--- config.mk ---
export PLATFORM = sky130hd
export DESIGN_NAME = bin2bcd_seq_flat
export DESIGN_NICKNAME = d
export VERILOG_FILES = /design/src/rtl/bin2bcd_pkg.sv /design/src/rtl/bin2bcd_seq_if.sv /design/src/rtl/bcd_add3.sv /design/src/rtl/bin2bcd_seq.sv /design/src/flat_wrapper.sv
export SDC_FILE = /design/constraint.sdc
export NUM_CORES = 1
export LEC_CHECK = 0
export CAP_MARGIN = 20
export CORE_UTILIZATION = 56
export CTS_CLUSTER_DIAMETER = 200
export DETAILED_ROUTE_END_ITERATION = 16
export PLACE_DENSITY = 0.84
export SETUP_SLACK_MARGIN = 0.3
export SLEW_MARGIN = 10
export SYNTH_ARGS = -nofsm -noshare
export SYNTH_HDL_FRONTEND = slang
export SYNTH_SLANG_ARGS = --single-unit
--- constraint.sdc ---
create_clock -name clk -period 1.85 [get_ports clk]
set_clock_uncertainty 0.1 [all_clocks]
set_input_delay 0.185 -clock clk [delete_from_list [all_inputs] [get_ports clk]]
set_output_delay 0.185 -clock clk [all_outputs]
set_load 0.1 [all_outputs]
--- src/rtl/bin2bcd_pkg.sv ---
// Shared types and constants for the sequential double-dabble converter.
package bin2bcd_pkg;

    typedef enum logic [1:0] {IDLE, CONV, DONE} state_t;

    localparam logic [3:0] BCD_NINE = 4'd9;

    // Every 3 binary bits need at most one decimal digit, so this covers the full input range.
    function automatic int int_digits(input int bin_w);
        return (bin_w + 2) / 3;
    endfunction

endpackage

--- src/rtl/bin2bcd_seq_if.sv ---
// Start/busy/done handshake and result bus between a requester and bin2bcd_seq.
interface bin2bcd_seq_if #(
    parameter int BIN_W  = 16,
    parameter int DIGITS = 4
);
    logic                  start;
    logic [BIN_W-1:0]      bin_in;
    logic                  busy;
    logic                  done;
    logic [4*DIGITS-1:0]   bcd_out;
    logic                  overflow;

    modport master (output start, bin_in, input busy, done, bcd_out, overflow);
    modport slave  (input start, bin_in, output busy, done, bcd_out, overflow);
endinterface

--- src/rtl/bcd_add3.sv ---
// Double-dabble digit correction: add 3 to a BCD digit that is 5 or more.
module bcd_add3 (
    input  logic [3:0] din,
    output logic [3:0] dout
);
    assign dout = (din >= 4'd5) ? din + 4'd3 : din;
endmodule

--- src/rtl/bin2bcd_seq.sv ---
// Sequential binary-to-BCD converter, one shift/add-3 iteration per input bit.
// Build option: define BIN2BCD_SATURATE_EN to clamp bcd_out to all nines on overflow.
module bin2bcd_seq
    import bin2bcd_pkg::*;
#(
    parameter int BIN_W  = 16,
    parameter int DIGITS = 4
) (
    input  logic          clk,
    input  logic          rst_n,
    bin2bcd_seq_if.slave  bus
);
    localparam int INT_DIGITS = int_digits(BIN_W);
    localparam int ACC_W      = 4 * INT_DIGITS;
    localparam int CNT_W      = $clog2(BIN_W + 1);
    localparam int OUT_DIGITS = (DIGITS < INT_DIGITS) ? DIGITS : INT_DIGITS;

`ifdef BIN2BCD_SATURATE_EN
    localparam bit SATURATE = 1'b1;
`else
    localparam bit SATURATE = 1'b0;
`endif

    state_t                        state;
    logic [BIN_W-1:0]              sr;
    logic [INT_DIGITS-1:0][3:0]    acc;
    logic [INT_DIGITS-1:0][3:0]    acc_adj;
    logic [CNT_W-1:0]              cnt;
    logic                          busy_q;
    logic                          done_q;
    logic                          ovf_q;
    logic [DIGITS-1:0][3:0]        bcd_q;

    logic [DIGITS-1:0][3:0]        bcd_nxt;
    logic                          ovf_nxt;
    logic [ACC_W+BIN_W-1:0]        shifted;

    for (genvar g = 0; g < INT_DIGITS; g++) begin : g_add3
        bcd_add3 u_add3 (.din(acc[g]), .dout(acc_adj[g]));
    end

    assign shifted = {acc_adj, sr} << 1;

    // Result formatting from the finished accumulator, consumed in DONE.
    always_comb begin
        bcd_nxt = '0;
        ovf_nxt = 1'b0;
        for (int i = 0; i < OUT_DIGITS; i++)
            bcd_nxt[i] = acc[i];
        for (int i = OUT_DIGITS; i < INT_DIGITS; i++)
            if (acc[i] != 4'd0) ovf_nxt = 1'b1;
        if (SATURATE && ovf_nxt)
            bcd_nxt = {DIGITS{BCD_NINE}};
    end

    always_ff @(posedge clk or negedge rst_n) begin
        if (!rst_n) begin
            state  <= IDLE;
            sr     <= '0;
            acc    <= '0;
            cnt    <= '0;
            busy_q <= 1'b0;
            done_q <= 1'b0;
            ovf_q  <= 1'b0;
            bcd_q  <= '0;
        end else begin
            done_q <= 1'b0;
            case (state)
                IDLE: begin
                    if (bus.start) begin
                        sr     <= bus.bin_in;
                        acc    <= '0;
                        cnt    <= CNT_W'(BIN_W);
                        busy_q <= 1'b1;
                        state  <= CONV;
                    end
                end
                CONV: begin
                    {acc, sr} <= shifted;
                    cnt       <= cnt - 1'b1;
                    if (cnt == CNT_W'(1)) begin
                        busy_q <= 1'b0;
                        state  <= DONE;
                    end
                end
                DONE: begin
                    bcd_q  <= bcd_nxt;
                    ovf_q  <= ovf_nxt;
                    done_q <= 1'b1;
                    // Back-to-back capture keeps the period at BIN_W+1 with no gap cycle.
                    if (bus.start) begin
                        sr     <= bus.bin_in;
                        acc    <= '0;
                        cnt    <= CNT_W'(BIN_W);
                        busy_q <= 1'b1;
                        state  <= CONV;
                    end else begin
                        state  <= IDLE;
                    end
                end
                default: state <= IDLE;
            endcase
        end
    end

    assign bus.busy     = busy_q;
    assign bus.done     = done_q;
    assign bus.bcd_out  = bcd_q;
    assign bus.overflow = ovf_q;

endmodule

--- src/flat_wrapper.sv ---
// flat-port wrapper written by rule: the top's interface ports become plain ports
module bin2bcd_seq_flat import bin2bcd_pkg::*;
#(
    parameter int BIN_W  = 16,
    parameter int DIGITS = 4
)
  (clk, rst_n, bus_start, bus_bin_in, bus_busy, bus_done, bus_bcd_out, bus_overflow);
  bin2bcd_seq_if #(.BIN_W(BIN_W), .DIGITS(DIGITS)) bus_i ();
  input  logic clk;
  input  logic rst_n;
  input wire logic [$bits(bus_i.start)-1:0] bus_start;
  input wire logic [$bits(bus_i.bin_in)-1:0] bus_bin_in;
  output wire logic [$bits(bus_i.busy)-1:0] bus_busy;
  output wire logic [$bits(bus_i.done)-1:0] bus_done;
  output wire logic [$bits(bus_i.bcd_out)-1:0] bus_bcd_out;
  output wire logic [$bits(bus_i.overflow)-1:0] bus_overflow;
  assign bus_i.start = bus_start;
  assign bus_i.bin_in = bus_bin_in;
  assign bus_busy = bus_i.busy;
  assign bus_done = bus_i.done;
  assign bus_bcd_out = bus_i.bcd_out;
  assign bus_overflow = bus_i.overflow;
  bin2bcd_seq #(.BIN_W(BIN_W), .DIGITS(DIGITS)) u_core (.clk(clk), .rst_n(rst_n), .bus(bus_i));
endmodule
After elaboration in Yosys (flattened, before gate mapping) --
Cells that the tools add are included.
Word-level totals: memory bits (read-only) 0, bits in latches 0, register bits after elaboration 66, memories kept 0, bits in writable memories 0, logic and storage cells 65, output and inout bits 19
Operators by class: div/mod/pow operators 0, reduce and logical (&&, ||, !) cells 8, eq/ne operators 6, shift operators 0, mux-type cells 22, add/subtract/negate cells 7, multiply operators 0, magnitude comparators 6, bitwise operators 0
Operator list (count):
- 24-bit one-hot mux with 2 select lines | 1
- 16-bit one-hot mux with 2 select lines | 1
- 4-bit by 3-bit >= comparator with 1-bit output, second input constant | 6
- 24-bit 2-to-1 mux | 1
- 4-bit by 2-bit adder with 4-bit output, second input constant | 5
- 4-bit 2-to-1 mux | 5
- 16-bit 2-to-1 mux | 1
- 5-bit one-hot mux with 2 select lines | 1
- 4-bit nonzero test | 2
- 1-bit 2-to-1 mux | 6
- 2-bit one-hot mux with 3 select lines | 1
- 5-bit by 1-bit == test with 1-bit output, second input constant | 1
- 5-bit 2-to-1 mux | 1
- 5-bit by 1-bit subtractor with 5-bit output, second input constant | 1
- 2-bit 2-to-1 mux | 2
- 2-bit by 1-bit inequality test with 1-bit output, second input constant | 2
- 2-bit AND reduction | 2
- 3-bit by 2-bit adder with 3-bit output, second input constant | 1
- 3-bit 2-to-1 mux | 1
- 3-bit AND reduction | 1
- 2-bit by 1-bit == test with 1-bit output, second input constant | 1
- 2-bit == test, second input constant | 1
- 2-bit zero test | 1
- 2-bit inequality test, second input constant | 1
- 3 further kinds | 3

Logic depth before layout (Yosys ltp) --
Gate-level depths: netlist of the first run.
depth in word-level cells 4, mapped depth 6, gate-level depth less buffers 5

By module --
A second synthesis of the first run with hierarchy kept.
Second synthesis, totals: cell total of the unflattened synthesis 295, area, all modules 3303.2 µm²
Modules (own cells, without submodules):
- bin2bcd_seq | cells an instance 199, area an instance 2695.1 µm², sequential area each 1651.6 µm², times used 1
- bcd_add3 | cells an instance 16, area an instance 101.3 µm², sequential area each 0.0 µm², times used 6

Worst setup path after synthesis of the first run --
No wires, ideal clock.
path kind reg2reg, from reg u_core.acc[0] in the netlist's numbering, to reg u_core.acc[2] in the netlist's numbering, required time 1634 ps, clock period less this slack 1435 ps, slack 415 ps, path buffers 0, stages on the path, launching flop included 6, arrival 1220 ps, setup time 116 ps, cells stage by stage dfrtp_1 > inv_1 > ha_1 > nor2b_1 > o21a_1 > o311ai_0
On the way: cells in the longest elaborated chain, start to end 3, elaborated cells on any way between the ends 4
Ends and longest elaborated chain:
- start, declared | RTL line bin2bcd_seq.sv:26 | logic [INT_DIGITS-1:0][3:0] acc;
- start signal, assigned | RTL line bin2bcd_seq.sv:79 | {acc, sr} <= shifted;
- 4-bit by 2-bit adder with 4-bit output or 4-bit by 3-bit >= comparator with 1-bit output (tied branches) | RTL line bcd_add3.sv:6 | assign dout = (din >= 4'd5) ? din + 4'd3 : din;
- 4-bit 2-to-1 mux (*) | RTL line bcd_add3.sv:6
- 24-bit one-hot mux with 2 select lines (*) | RTL line bin2bcd_seq.sv:68 | case (state)
Every way passes the cells marked *; elsewhere a longest branch is shown, timed or not. A chain may end at the register's enable or synchronous reset.

Worst setup path in the final report of the first run --
from reg u_core.acc[12] in the netlist's numbering, to reg u_core.acc[16] in the netlist's numbering
The elaborated chain is that of the path after synthesis.

==> impl_metrics.json, run 1 <==
{
  "tritoncts": "built",
  "drc": 0,
  "gp_congestion": 0.829,
  "postPlaceCellArea_um2": 3760,
  "synthCells": 334,
  "fin_tns_setup_ns": 0,
  "final.setup.worst_slack_ns": 0.331,
  "grt_first_pass_wirelength_mm": 11.5,
  "detail_route.wl_per_cell_um": 15.4,
  "status": "finished clean",
  "synth_seq_cells": 66,
  "antenna_cells": 0,
  "dr.pass1.iters": 4,
  "worstMarginPinSlew_ns": 0.381,
  "antenna_found_initial": 0,
  "antenna_left": 0,
  "dpl.hpwl_mm": 4.28,
  "cp_cell_sequence": "buf_4, ha_2, nor2b_4, o21a_1, o31ai_2",
  "fin_util": 0.739,
  "cts_buffer_depth": 2,
  "num_rows": 27,
  "numCtsBuffers": 9,
  "cp_max_fo": 5,
  "pin_count": 38,
  "coreArea_um2": 5640,
  "drt-total-wl_mm": 7.04,
  "clock_latency_ns": 0.35,
  "worstHoldPathType": "input pin to async pin",
  "fin_crit_sh": 0.821,
  "netlist_area_um2": 3370,
  "drive_gt1_frac": 0.197,
  "grt_max_degree": 67,
  "initial_core_util": 0.597,
  "clock-sinks": 66,
  "cp_slowest_cell": "dfrtp_1",
  "fillers": 397,
  "worst_ep_arrival_time_ns": 1.66,
  "syn_area_per_cell_um2": 10.1,
  "drtIter0Drc": 174,
  "setup_violations": 0,
  "clockRootBuffer": "clkbuf_8",
  "routed-via-count": 2681,
  "cts.htree.levels": 3,
  "ys_seq_area_frac": 0.490,
  "fin_area_um2": 4170,
  "yosysWarnings": 0,
  "grt_use_total": 0.240,
  "grt-ovfl-total": 0,
  "rsz0062_at_grt": "yes",
  "layout.cells.most_common_list": "dfrtp_1 (65), nand3_1 (34), buf_4 (34)",
  "worstPathRequired_ns": 1.99,
  "max-slew-margin-rel": 0.745,
  "syn-num-nets": 369,
  "hold_viol": 0,
  "ys_types": 34,
  "fin_crit_ns": 1.52,
  "start_kind": "flop",
  "critPathKind": "flop to flop",
  "layout.nets": 416,
  "yosys.area.top_type": "dfrtp_1",
  "worstRegToRegCells": 5,
  "clock.fmax_mhz": 659,
  "endpoint_kind": "flop",
  "syn2layout_area_growth_pct": 23.6,
  "synth_top_area_share": 0.490,
  "die_h_um": 79.6,
  "fp.dieW_um": 79.6,
  "die_area_um2": 6330,
  "cts.clk_slew.worst_paths_ns": 0.07,
  "portBuffers": 37,
  "layout_commonest_cell": "dfrtp_1",
  "critPathMaxStageDelay_ns": 0.43,
  "place_ws_ns": 0.219,
  "synth_area_leaders": "dfrtp_1 (49%), mux2i_1 (6.5%), ha_1 (5.9%)",
  "grt_pass1_vias": 2596,
  "drv_slew": 0,
  "via_per_inst": 5.85,
  "maxCapViolCount": 0
}
[metrics by stage]
stage	hold slack [ns]	instances
floorplan	-0.211	334
global placement	0.129	430
detailed placement	0.128	430
CTS	0.296	452
global route	0.328	458
finish	0.267	458
[worst paths after layout]
path / to / start / slack [ns]
max in group asynchronous: u_core.state[0] / rst_n / 1.08
min in group clk: u_core.sr[0] / bus_bin_in[0] / 0.35
min reg2reg: u_core.bus.bcd_out[11] / u_core.bus.bcd_out[11] / 0.38
max reg2reg: u_core.acc[16] / u_core.acc[12] / 0.33
max: u_core.acc[16] / u_core.acc[12] / 0.33
min: u_core.bus.bcd_out[14] / rst_n / 0.27
[cells by family after synthesis]
logic type                 Yosys count  synth area share
AOI/OAI and AO/OA                   88             0.172
xor gates and xnor gates             5            0.0130
adders and majority gates           16            0.0594
buffers and inverters               50            0.0698
DFF                                 66             0.490
muxes                               22            0.0653
and+or+nand+nor                     87             0.130
[layer usage]
| layer | global-route usage | up-vias | share of wire | routed length (µm) |
|---|---|---|---|---|
| met3 | 0.0697 | 12 | 0.057 | 401 |
| li1 | - | 1278 | - | - |
| met1 | 0.305 | 1305 | 0.45 | 3200 |
| met5 | 0 | - | 0 | 0 |
| met2 | 0.379 | 86 | 0.47 | 3310 |
| met4 | 0.102 | 0 | 0.017 | 123 |
[worst max-delay path, delay by kind of cell (launching register included)]
| family | cells | cell delay [ns] |
|---|---|---|
| AOI/OAI and AO/OA | 2 | 0.48 |
| adders and majority gates | 1 | 0.19 |
| buffers and inverters | 1 | 0.15 |
| DFF | 1 | 0.43 |
| and+or+nand+nor | 1 | 0.05 |
[flip-flops by register name, indices dropped and copies added (netlist names)]
register             flops
u_core.bus.done          1
u_core.bus.bcd_out      16
u_core.bus.overflow      1
u_core.bus.busy          1
u_core.state             2
u_core.acc              24
u_core.sr               16
u_core.cnt               5
[cell usage after synthesis, drive strengths merged]
library cell  number
dfrtp             66
o21ai             39
nand3             34
inv               29
nand2             29
mux2i             22
buf               16
ha                16
o2111ai           12
nor2b              8
nor2               7
o211ai             7
o31ai              7
o21a               6
o22ai              6
o311ai             6
clkbuf             5
xnor2              5
nand2b             4
a22o               2
nor4b              2
a21o               1
a31oi              1
and2               1
nor4               1
o2bb2ai            1
or4                1
[timing repair]
item	CTS	global route
endpoints found under the hold margin	66	0
pin swaps	0	4
endpoints found under the setup margin	6	21
gates resized for setup	5	22
hold buffers	1	0
setup buffers	5	6
[area by class of cell]
type | instances | area (µm²) | area share
Sequential cell | 66 | 1650 | 0.397
Tap cell | 72 | 90.1 | 0.0216
Multi-Input combinational cell | 218 | 1580 | 0.378
Timing Repair Buffer | 57 | 520 | 0.125
Clock inverter | 5 | 77.6 | 0.0186
Inverter | 29 | 109 | 0.0261
Clock buffer | 11 | 141 | 0.0339
Power of run 1 is not shown: default switching activity piles up to over one toggle a cycle in this logic, so the estimate is an artifact.
==> run 2: changes to the inputs <==
Clock period 1.85 ns to 1.55 ns, I/O delays scaled along.
==> run 2 against run 1 <==
The run now ends with negative setup slack left. Sequential share of layout area shrank 9.1 points. Non-clock buffer count grew 50. Count of clock-buffer cells in the layout is the same. Critical path depth shrank 1. Register-to-register slack lost 0.66 ns. Core utilization grew 23 points. Worst hold slack lost 0.016 ns.
==> impl_metrics.json, run 2 (same netlist as run 1, synthesis figures left out) <==
{
  "cts.htree.levels": 3,
  "worst_ep_arrival_time_ns": 2.05,
  "clockRootBuffer": "clkbuf_8",
  "clock_latency_ns": 0.38,
  "worstRegToRegCells": 4,
  "fillers": 78,
  "setup_violations": 11,
  "layout_commonest_cell": "dfrtp_1",
  "gp_congestion": 0.821,
  "max-slew-margin-rel": 0.553,
  "dr.pass1.iters": 6,
  "fin_crit_sh": 1.21,
  "cp_max_fo": 3,
  "tritoncts": "built",
  "largest_reg_flops": 24,
  "antenna_found_initial": 2,
  "critPathMaxStageDelay_ns": 0.53,
  "dpl.hpwl_mm": 4.78,
  "worstHoldPathType": "input pin to async pin",
  "drc": 0,
  "layout.nets": 469,
  "grt_pass1_vias": 3266,
  "die_h_um": 79.6,
  "pin_count": 38,
  "final.setup.worst_slack_ns": -0.329,
  "clock.fmax_mhz": 532,
  "layout.cells.most_common_list": "dfrtp_1 (46), buf_4 (39), nand2_1 (28)",
  "initial_core_util": 0.597,
  "drive_gt1_frac": 0.490,
  "registers.top_by_ff_count": "u_core.acc",
  "drt-total-wl_mm": 15.9,
  "rsz0062_at_grt": "yes",
  "die_area_um2": 6330,
  "portBuffers": 37,
  "worstMarginPinSlew_ns": 0.664,
  "cts_buffer_depth": 2,
  "fin_crit_ns": 1.88,
  "r2r_end": "u_core.acc[16]",
  "start_kind": "flop",
  "grt_first_pass_wirelength_mm": 17.1,
  "numCtsBuffers": 9,
  "register_area_um2": 1680,
  "drv_slew": 0,
  "antenna_left": 0,
  "violations": "negative setup slack",
  "maxCapViolCount": 0,
  "r2r_start": "u_core.acc[13]",
  "grt_max_degree": 67,
  "crit_buf_inv": 1,
  "num_rows": 27,
  "drtIter0Drc": 675,
  "coreArea_um2": 5640,
  "fp.dieW_um": 79.6,
  "grt-ovfl-total": 0,
  "clock-sinks": 66,
  "syn2layout_area_growth_pct": 62.9,
  "detail_route.wl_per_cell_um": 31.0,
  "via_per_inst": 7.49,
  "hold_viol": 0,
  "critPathTopFamily": "compound AO/OA/AOI/OAI gates",
  "grt_use_total": 0.367,
  "endpoint_kind": "flop",
  "worstPathRequired_ns": 1.72,
  "multi_input_area_um2": 2040,
  "status": "finished, violations left",
  "fin_tns_setup_ns": -0.830,
  "whs_ns": 0.251,
  "cp_slowest_cell": "o21ai_0",
  "routed-via-count": 3844,
  "r2r_slack_ns": -0.33,
  "cts.clk_slew.worst_paths_ns": 0.10,
  "critPathKind": "flop to flop",
  "cp_cell_sequence": "buf_4, o21ai_0, xnor2_1, o31ai_2"
}
run 2: cell count changes in the layout (fill, tap and decap cells not counted), moves of 10 or more:
cell     before  now
buf_12        4   25
dfrtp_1      65   46
dfrtp_2       1   20
buf_6         0   15
inv_1        26   15
ha_1         12    2
inv_2         3   13
o21ai_0      30   20
run 2: final cells by class:
| cell class | instances | area share |
|---|---|---|
| Antenna cell | 2 | 0.000912 |
| Clock buffer | 11 | 0.0258 |
| Clock inverter | 5 | 0.0141 |
| Inverter | 29 | 0.0203 |
| Multi-Input combinational cell | 221 | 0.372 |
| Sequential cell | 66 | 0.305 |
| Tap cell | 72 | 0.0164 |
| Timing Repair Buffer | 107 | 0.245 |
run 2: what timing repair did:
action                                  in CTS  in global routing
hold buffers                                 1                  0
endpoints found under the setup margin      64                 65
cloned                                       7                  1
pin swaps                                   25                 16
buffers inserted                            35                 15
endpoints found under the hold margin       66                  0
resized for setup                           40                 74
run 2: stage by stage:
step	utilization	cell area (µm²)	setup WS (ns)	cells
6_report	0.973	5490	-0.329	513
5_1_grt	0.973	5490	-0.317	512
3_3_place_gp	0.748	4220	0.0825	436
4_1_cts	0.890	5020	0.121	495
3_5_place_dp	0.748	4220	-0.00822	436
2_1_floorplan	-	3610	0.178	334
run 2: how the worst max path moves through the flow:
stage | from | end | depth (start not counted)
after floorplan | u_core.acc[0] | u_core.acc[2] | 5
after global placement | bus_start | u_core.sr[1] | 4
after detailed placement | bus_start | u_core.sr[2] | 4
after CTS | u_core.acc[16] | u_core.acc[18] | 5
after global routing | u_core.cnt[1] | u_core.bus.busy | 5
final | u_core.acc[13] | u_core.acc[16] | 4
run 2: metal layers:
| layer | track usage | part of all wire | up-vias | wire [µm] |
|---|---|---|---|---|
| met4 | 0.213 | 0.11 | 0 | 1820 |
| met1 | 0.446 | 0.31 | 1771 | 4980 |
| li1 | - | - | 1396 | - |
| met2 | 0.609 | 0.44 | 484 | 7030 |
| met5 | 0 | 0 | - | 0 |
| met3 | 0.0651 | 0.13 | 193 | 2070 |
run 2: worst reg2reg max path: stages (launching register included):
cell and delay (ns):
dfrtp_1 0.41, buf_4 0.16, o21ai_0 0.53, xnor2_1 0.32, o31ai_2 0.26
Power of run 2 is left out for the same reason.
